### config.mk
export PLATFORM = sky130hd
export DESIGN_NAME = gate_bist_ctrl
export DESIGN_NICKNAME = d
export VERILOG_FILES = /design/src/rtl/gate_bist_pkg.sv /design/src/rtl/gate_bist_ctrl.sv
export SDC_FILE = /design/constraint.sdc
export NUM_CORES = 1
export LEC_CHECK = 0
export CAP_MARGIN = 20
export CORE_AREA = 3 3 43 45
export CTS_CLUSTER_SIZE = 14
export DETAILED_ROUTE_END_ITERATION = 8
export DIE_AREA = 0 0 46 48
export GPL_TIMING_DRIVEN = 0
export PLACE_DENSITY = 0.76
export SLEW_MARGIN = 20
export SYNTH_ARGS = -nofsm -noshare
export SYNTH_HDL_FRONTEND = slang
export SYNTH_SLANG_ARGS = --single-unit
### constraint.sdc
create_clock -name clk -period 3 [get_ports clk]
set_input_delay 0.45 -clock clk [delete_from_list [all_inputs] [get_ports clk]]
set_output_delay 0.45 -clock clk [all_outputs]
set_load 0.05 [all_outputs]
### src/rtl/gate_bist_pkg.sv
`default_nettype none
// ============================================================================
// Module   : gate_bist_pkg
// Purpose  : Shared types and helpers for the 2-input AND-gate self-test
//            sequencer: FSM state encoding, vector-count constants and the
//            golden-model function for the gate under test.
// Ports    : none (package)
// Revision : 1.0  initial release
// ============================================================================
package gate_bist_pkg;

  typedef enum logic [1:0] {
    ST_IDLE   = 2'd0,
    ST_SETTLE = 2'd1,
    ST_CHECK  = 2'd2,
    ST_DONE   = 2'd3
  } state_t;

  localparam int         NUM_VEC  = 4;
  localparam logic [1:0] LAST_VEC = 2'(NUM_VEC - 1);

  // Golden model of the gate under test.
  function automatic logic expected_y(input logic a, input logic b);
    return a & b;
  endfunction

endpackage
`default_nettype wire

### src/rtl/gate_bist_ctrl.sv
`default_nettype none
// ============================================================================
// Module   : gate_bist_ctrl
// Purpose  : Self-test sequencer for a 2-input AND gate. On start it walks
//            the vectors 00,01,10,11 onto the gate, holds each for
//            SETTLE_CYCLES, samples gate_y once per vector and reports
//            done / pass / err_count / fail_vec.
// Build    : define GATE_BIST_FAILCAP_EN to build the first-mismatch capture
//            register; otherwise fail_vec is tied to 2'b00.
// Ports    : clk        in   rising-edge clock
//            rst_n      in   asynchronous active-low reset
//            start      in   run request, sampled only in IDLE
//            gate_y     in   output of the gate under test
//            gate_a/b   out  registered gate inputs
//            busy       out  run in progress (accept through last CHECK)
//            done       out  one-cycle end-of-run pulse
//            pass       out  last run had zero mismatches (held)
//            err_count  out  mismatch count of last run, 0..4 (held)
//            fail_vec   out  {a,b} of first mismatching vector
// Revision : 1.0  initial release
// ============================================================================
module gate_bist_ctrl
  import gate_bist_pkg::*;
#(
  parameter int SETTLE_CYCLES = 2  // legal range 1..15
) (
  input  logic       clk,
  input  logic       rst_n,
  input  logic       start,
  input  logic       gate_y,
  output logic       gate_a,
  output logic       gate_b,
  output logic       busy,
  output logic       done,
  output logic       pass,
  output logic [2:0] err_count,
  output logic [1:0] fail_vec
);

  localparam logic [3:0] SETTLE_LOAD = 4'(SETTLE_CYCLES);

  state_t     state;
  logic [3:0] settle_cnt;
  logic [1:0] vec;
  logic       mismatch;

  // The vector register drives the gate directly, so gate_a/gate_b are flops.
  assign gate_a   = vec[1];
  assign gate_b   = vec[0];
  assign mismatch = (gate_y != expected_y(vec[1], vec[0]));

  always_ff @(posedge clk or negedge rst_n) begin
    if (!rst_n) begin
      state      <= ST_IDLE;
      settle_cnt <= 4'd0;
      vec        <= 2'b00;
      busy       <= 1'b0;
      done       <= 1'b0;
      pass       <= 1'b0;
      err_count  <= 3'd0;
    end else begin
      done <= 1'b0;
      case (state)
        ST_IDLE: begin
          if (start) begin
            vec        <= 2'b00;
            err_count  <= 3'd0;
            pass       <= 1'b0;
            settle_cnt <= SETTLE_LOAD;
            busy       <= 1'b1;
            state      <= ST_SETTLE;
          end
        end
        ST_SETTLE: begin
          // Counter is loaded with SETTLE_CYCLES and leaves on the edge where
          // it reads 1, giving exactly SETTLE_CYCLES cycles in this state.
          if (settle_cnt <= 4'd1) begin
            state <= ST_CHECK;
          end else begin
            settle_cnt <= settle_cnt - 4'd1;
          end
        end
        ST_CHECK: begin
          if (mismatch) begin
            err_count <= err_count + 3'd1;
          end
          if (vec == LAST_VEC) begin
            busy  <= 1'b0;
            state <= ST_DONE;
          end else begin
            vec        <= vec + 2'd1;
            settle_cnt <= SETTLE_LOAD;
            state      <= ST_SETTLE;
          end
        end
        ST_DONE: begin
          // err_count already includes any mismatch from the final CHECK.
          done  <= 1'b1;
          pass  <= (err_count == 3'd0);
          state <= ST_IDLE;
        end
        default: state <= ST_IDLE;
      endcase
    end
  end

`ifdef GATE_BIST_FAILCAP_EN
  logic [1:0] fail_vec_q;

  // err_count still reads zero on the edge of the first mismatch.
  always_ff @(posedge clk or negedge rst_n) begin
    if (!rst_n) begin
      fail_vec_q <= 2'b00;
    end else if (state == ST_IDLE && start) begin
      fail_vec_q <= 2'b00;
    end else if (state == ST_CHECK && mismatch && err_count == 3'd0) begin
      fail_vec_q <= vec;
    end
  end

  assign fail_vec = fail_vec_q;
`else
  assign fail_vec = 2'b00;
`endif

endmodule
`default_nettype wire

==> summary.txt, run 1 <==
Status
  – Status: finished, final reports clean

Logic synthesis
  – #FFs+latches synth: 14
  – Synth Area per Inst: 10.3 um^2
  – Post-synth top area cell: dfrtp_1
  – Post-Syn Area: 771 um^2
  – Share of the synthesized area in the top cell type: 45.5%
  – Post-synth EDFFs: 0
  – Cell count after synthesis: 75
  – FFs w/ async S/R, synth: 100%
  – Ys Warns: 0
  – Register area share after synthesis: 45.5%
  – Unique cell type count in the Yosys netlist: 27
  – Top post-synthesis cells by area: dfrtp_1 (45%), a22o_1 (9.1%), ha_1 (8.1%), inv_1 (3.4%), nor2_1 (3.4%)
  – Ys flop type: dfrtp_1

Placement
  – I/O Buffers: 11
  – DPL Wire Length: 962 um
  – RePlAce Congestion: 0.686
  – DP Worst Slack: 1170 ps
  – DP Cell Count: 103

Run
  – # Max-Cap Violations: 0

STA
  – Max-slew violations: 0
  – Top achievable clock speed: 501 MHz
  – Slew @ Worst Pin: 621 ps
  – Final worst slack: 1000 ps
  – Final Skew: 1.02 ps
  – Worst slew margin: 58.5%
  – Final setup viols: 0
  – Final min period: 2000 ps
  – Setup TNS Final: 0 ps
  – Final critical-path share of the clock period: 66.5%
  – RSZ-0062 raised after global routing: no
  – Fin. Hold Viols: 0
  – Fin Hold WS: 545 ps

Clock tree
  – Clock transition at path regs: 90 ps
  – CTS Buf Count: 3
  – Root Driver: clkbuf_4
  – Post-CTS Hold Buffers: 0
  – TritonCTS clock tree: done
  – Post-CTS Resized: 0
  – Clock network latency to the later pin of the worst-skew pair: 280 ps
  – Post-CTS setup buffer count: 0
  – H-tree depth: 1
  – Buffer depth of the longest clock path: 2
  – CTS Sinks: 14

Pwr
  – Pwr per Cell Area: 923 mW/mm^2
  – VDD IR-drop max: 0.431 mV
  – Static Leak: 0.464 nW

Floorplan
  – Top Ports: 14
  – Initial Util: 51.2%
  – # rows: 14
  – Die span in y: 48 um
  – Chip width: 46 um
  – Core area: 0.00151 mm^2
  – Die Area: 0.00221 mm^2

Final layout
  – Share of layout cells above drive strength 1: 12.1%
  – Nets: 101
  – Finished Layout Cells: 107
  – Commonest non-fill, non-tap cell in the layout: dfrtp_1
  – # diodes: 0
  – Area Overhead vs Synth: 22.1%
  – # fillers: 134
  – Commonest cells after routing, fill and taps aside: dfrtp_1 (14), clkdlybuf4s50_1 (11), a22o_1 (8)

Global route
  – Largest net degree at the start of global routing: 15
  – First-pass GRT wire length: 2080 um
  – Initial antenna violation count: 0
  – Total GRT Usage: 13.5%
  – Congestion Overflow GR: 0
  – Number of global-route vias before repair: 468

Critical path
  – Crit-path leading delay family: buffers and inverters
  – Max stage delay on crit path: 830 ps
  – Critical path required time: 2550 ps
  – Crit-path slowest cell: clkdlybuf4s50_1
  – Crit path kind: reg -> out
  – Buf/Inv on CP: 1
  – Data arrival, critical path: 1550 ps
  – Crit-path max FO: 5
  – Setup crit start kind: flop
  – Crit end category: output port
  – Crit path cell chain: clkdlybuf4s50_1

Routing
  – Drt drc: 0
  – Via-per-instance ratio: 5.34
  – Post-Route WL: 1320 um
  – Vias: 571
  – Routed WL per cell: 12.3 um
  – Number of DRC markers in iteration 0: 2
  – DR pass1 iterations: 3
  – Post-route ant nets: 0

Hold path
  – Worst hold path class: reg -> reg
==> power by group <==
part / total (mW) / leakage (nW) / switching, mW / internal (mW)
registers: 0.295 / 0.180 / 0.0479 / 0.247
logic: 0.436 / 0.263 / 0.266 / 0.170
clock network: 0.137 / 0.0210 / 0.0635 / 0.0737
==> flip-flops by register name, indices dropped and copies added (netlist names) <==
register    count
busy            1
done            1
err_count       3
pass            1
settle_cnt      4
state           2
vec             2
==> cell usage after synthesis, types with 2 or more instances <==
cell / count
a211oi_1: 2
nor2b_1: 2
mux2_2: 2
nand2b_1: 3
buf_4: 2
dfrtp_1: 14
nand2_1: 2
nor2_1: 7
inv_1: 7
a21oi_1: 3
ha_1: 5
buf_2: 2
o21ai_0: 3
a22o_1: 8
==> through the flow <==
stage	power, mW	instance area [um^2]	util [%]
after floorplan	0.623	774	-
after CTS	0.877	941	62.5
after detailed placement	0.738	905	60.0
after global placement	0.727	905	60.0
after global routing	0.937	941	62.5
final	0.868	941	62.5
==> worst min-delay path, stage by stage (launching register included) <==
cell and delay [ps]:
dfrtp_1 400, inv_1 60, o22ai_1 50
==> path summary, 6_finish.rpt <==
kind / startpoint / depth (start not counted) / to / slack (ps)
worst max register to register: vec[1] / 5 / err_count[2] / 1350
max in group asynchronous: rst_n / 1 / settle_cnt[1] / 2050
worst min register to register: busy / 2 / busy / 540
worst max-delay path: err_count[1] / 1 / err_count[1] / 1000
min in group asynchronous: rst_n / 1 / settle_cnt[3] / 550
worst min-delay path: busy / 2 / busy / 540
==> cell families after synthesis <==
kind of cell    synth area share (%)
fa+ha+maj                       8.12
xor+xnor                        3.25
compound gates                  19.8
flops                           45.5
mux                             4.38
buf+inv                         6.66
simple gates                    11.9
other cells                    0.487
==> per-layer routing <==
layer,vias to the layer above,track usage [%],share of wire [%]
met4,0,8.52,1.4
met1,267,18.6,50
met2,12,19.0,43
met5,-,0,0
li1,290,-,-
met3,2,3.38,5.1
==> final cells by class <==
type / instances / area (um^2) / area share [%]
Timing Repair Buffer: 11 / 110 / 11.7
Clock buffer: 4 / 36.3 / 3.86
Multi-Input combinational cell: 51 / 373 / 39.6
Buffer: 4 / 25.0 / 2.66
Tap cell: 16 / 20.0 / 2.13
Inverter: 7 / 26.3 / 2.79
Sequential cell: 14 / 350 / 37.2
(Power assumes the default switching activity.)
==> run 2, diff against run 1 <==
CORE_AREA = 3 3 44 46   (was 3 3 43 45)
DIE_AREA = 0 0 47 49   (was 0 0 46 48)
PLACE_DENSITY = 0.73   (was 0.76)
clock period = 1.95 ns   (was 3 ns; I/O delays follow)
==> summary.txt, run 2 (synthesis gave the netlist of run 1 again) <==
Status
  – Status: finished, final reports clean

Final layout
  – Nets: 101
  – Share of layout cells above drive strength 1: 11.1%
  – Largest reg by FF count: settle_cnt
  – Commonest cells after routing, fill and taps aside: dfrtp_1 (14), clkdlybuf4s50_1 (11), a22o_1 (8)
  – Finished Layout Cells: 106
  – Max reg flops: 4
  – Area Overhead vs Synth: 20.3%
  – Largest registers: settle_cnt (4), err_count (3)
  – # diodes: 0
  – Commonest non-fill, non-tap cell in the layout: dfrtp_1
  – # fillers: 137

Routing
  – Post-Route WL: 1410 um
  – Drt drc: 0
  – DR pass1 iterations: 3
  – Vias: 561
  – Post-route ant nets: 0
  – Routed WL per cell: 13.3 um
  – Number of DRC markers in iteration 0: 9
  – Via-per-instance ratio: 5.29

Floorplan
  – Top Ports: 14
  – Die span in y: 49 um
  – Chip width: 47 um
  – Core area: 0.00154 mm^2
  – # rows: 14
  – Initial Util: 50.0%
  – Die Area: 0.00230 mm^2

STA
  – Slew @ Worst Pin: 619 ps
  – RSZ-0062 raised after global routing: no
  – Max-slew violations: 0
  – Top achievable clock speed: 545 MHz
  – Final setup viols: 0
  – Final Skew: 8.11 ps
  – Fin. Hold Viols: 0
  – Final min period: 1840 ps
  – Final critical-path share of the clock period: 94.1%
  – Worst slew margin: 58.6%
  – Setup TNS Final: 0 ps

Global route
  – First-pass GRT wire length: 2440 um
  – Largest net degree at the start of global routing: 15
  – Total GRT Usage: 14.4%
  – Congestion Overflow GR: 0
  – Number of global-route vias before repair: 585
  – Initial antenna violation count: 0

Placement
  – I/O Buffers: 11
  – RePlAce Congestion: 0.735
  – DP Cell Count: 103
  – DPL Wire Length: 990 um

Critical path
  – Max stage delay on crit path: 830 ps
  – Buf/Inv on CP: 1
  – Crit-path leading delay family: buffers and inverters
  – RR Startpoint: vec[1]
  – Setup crit start kind: flop
  – Crit path cell chain: clkdlybuf4s50_1
  – Critical Path Source: err_count[1]
  – Crit path kind: reg -> out
  – Critical path required time: 1660 ps
  – Crit-path max FO: 5
  – Crit end category: output port
  – Crit-path slowest cell: clkdlybuf4s50_1
  – Data arrival, critical path: 1540 ps

Pwr
  – VDD IR-drop max: 0.804 mV
  – Static Leak: 0.457 nW
  – Pwr per Cell Area: 1400 mW/mm^2

Clock tree
  – H-tree depth: 1
  – TritonCTS clock tree: done
  – Post-CTS Resized: 0
  – Clock transition at path regs: 90 ps
  – Post-CTS Hold Buffers: 0
  – CTS Sinks: 14
  – Post-CTS setup buffer count: 0
  – Root Driver: clkbuf_4
  – CTS Buf Count: 3
  – Clock network latency to the later pin of the worst-skew pair: 270 ps
  – Buffer depth of the longest clock path: 2

Run
  – # Max-Cap Violations: 0

Hold path
  – Worst hold path class: in -> async
run 2: changes by cell type in the layout (fill, tap and decap cells not counted):
cell      previous run  this run
clkbuf_8             1         0
run 2: stage by stage:
stage / hold slack, ps / power (mW) / util (%) / setup slack [ps] / area (um^2)
after floorplan: -3.09 / 0.958 / - / 116 / 774
after global placement: 527 / 1.12 / 58.7 / 284 / 905
after detailed placement: 538 / 1.14 / 58.7 / 262 / 905
after CTS: 420 / 1.30 / 60.1 / 120 / 927
after global routing: 441 / 1.41 / 60.1 / 71.7 / 927
final: 399 / 1.29 / 60.1 / 115 / 927
run 2: area by class of cell:
cell class                 count  area (um^2)  share of cell area [%]
tap                           16         20.0                    2.16
sequential                    14          350                    37.8
buffer                         4         25.0                    2.70
inverter                       7         26.3                    2.83
timing repair buffer          11          110                    11.9
clock buffer                   3         22.5                    2.43
multi-input combinational     51          373                    40.2
run 2: where the power goes:
part | switching, mW | internal (mW) | leakage (nW) | total (mW)
Combinational | 0.416 | 0.263 | 0.263 | 0.679
Clock | 0.0882 | 0.0714 | 0.0138 | 0.160
Sequential | 0.0758 | 0.380 | 0.180 | 0.456
run 2: worst paths after layout:
check,to,cells past startpoint,slack [ps]
max in group asynchronous,vec[1],1,1150
hold reg to reg,busy,2,550
setup reg to reg,err_count[2],5,300
hold / removal,pass,1,400
min in group clk,busy,2,550
setup / recovery,err_count[1],1,110
run 2: layer usage:
layer,global-route usage (%),part of all wire [%]
met1,21.0,50
met2,20.1,45
met3,2.21,4.2
met4,6.91,0.28
met5,0,0
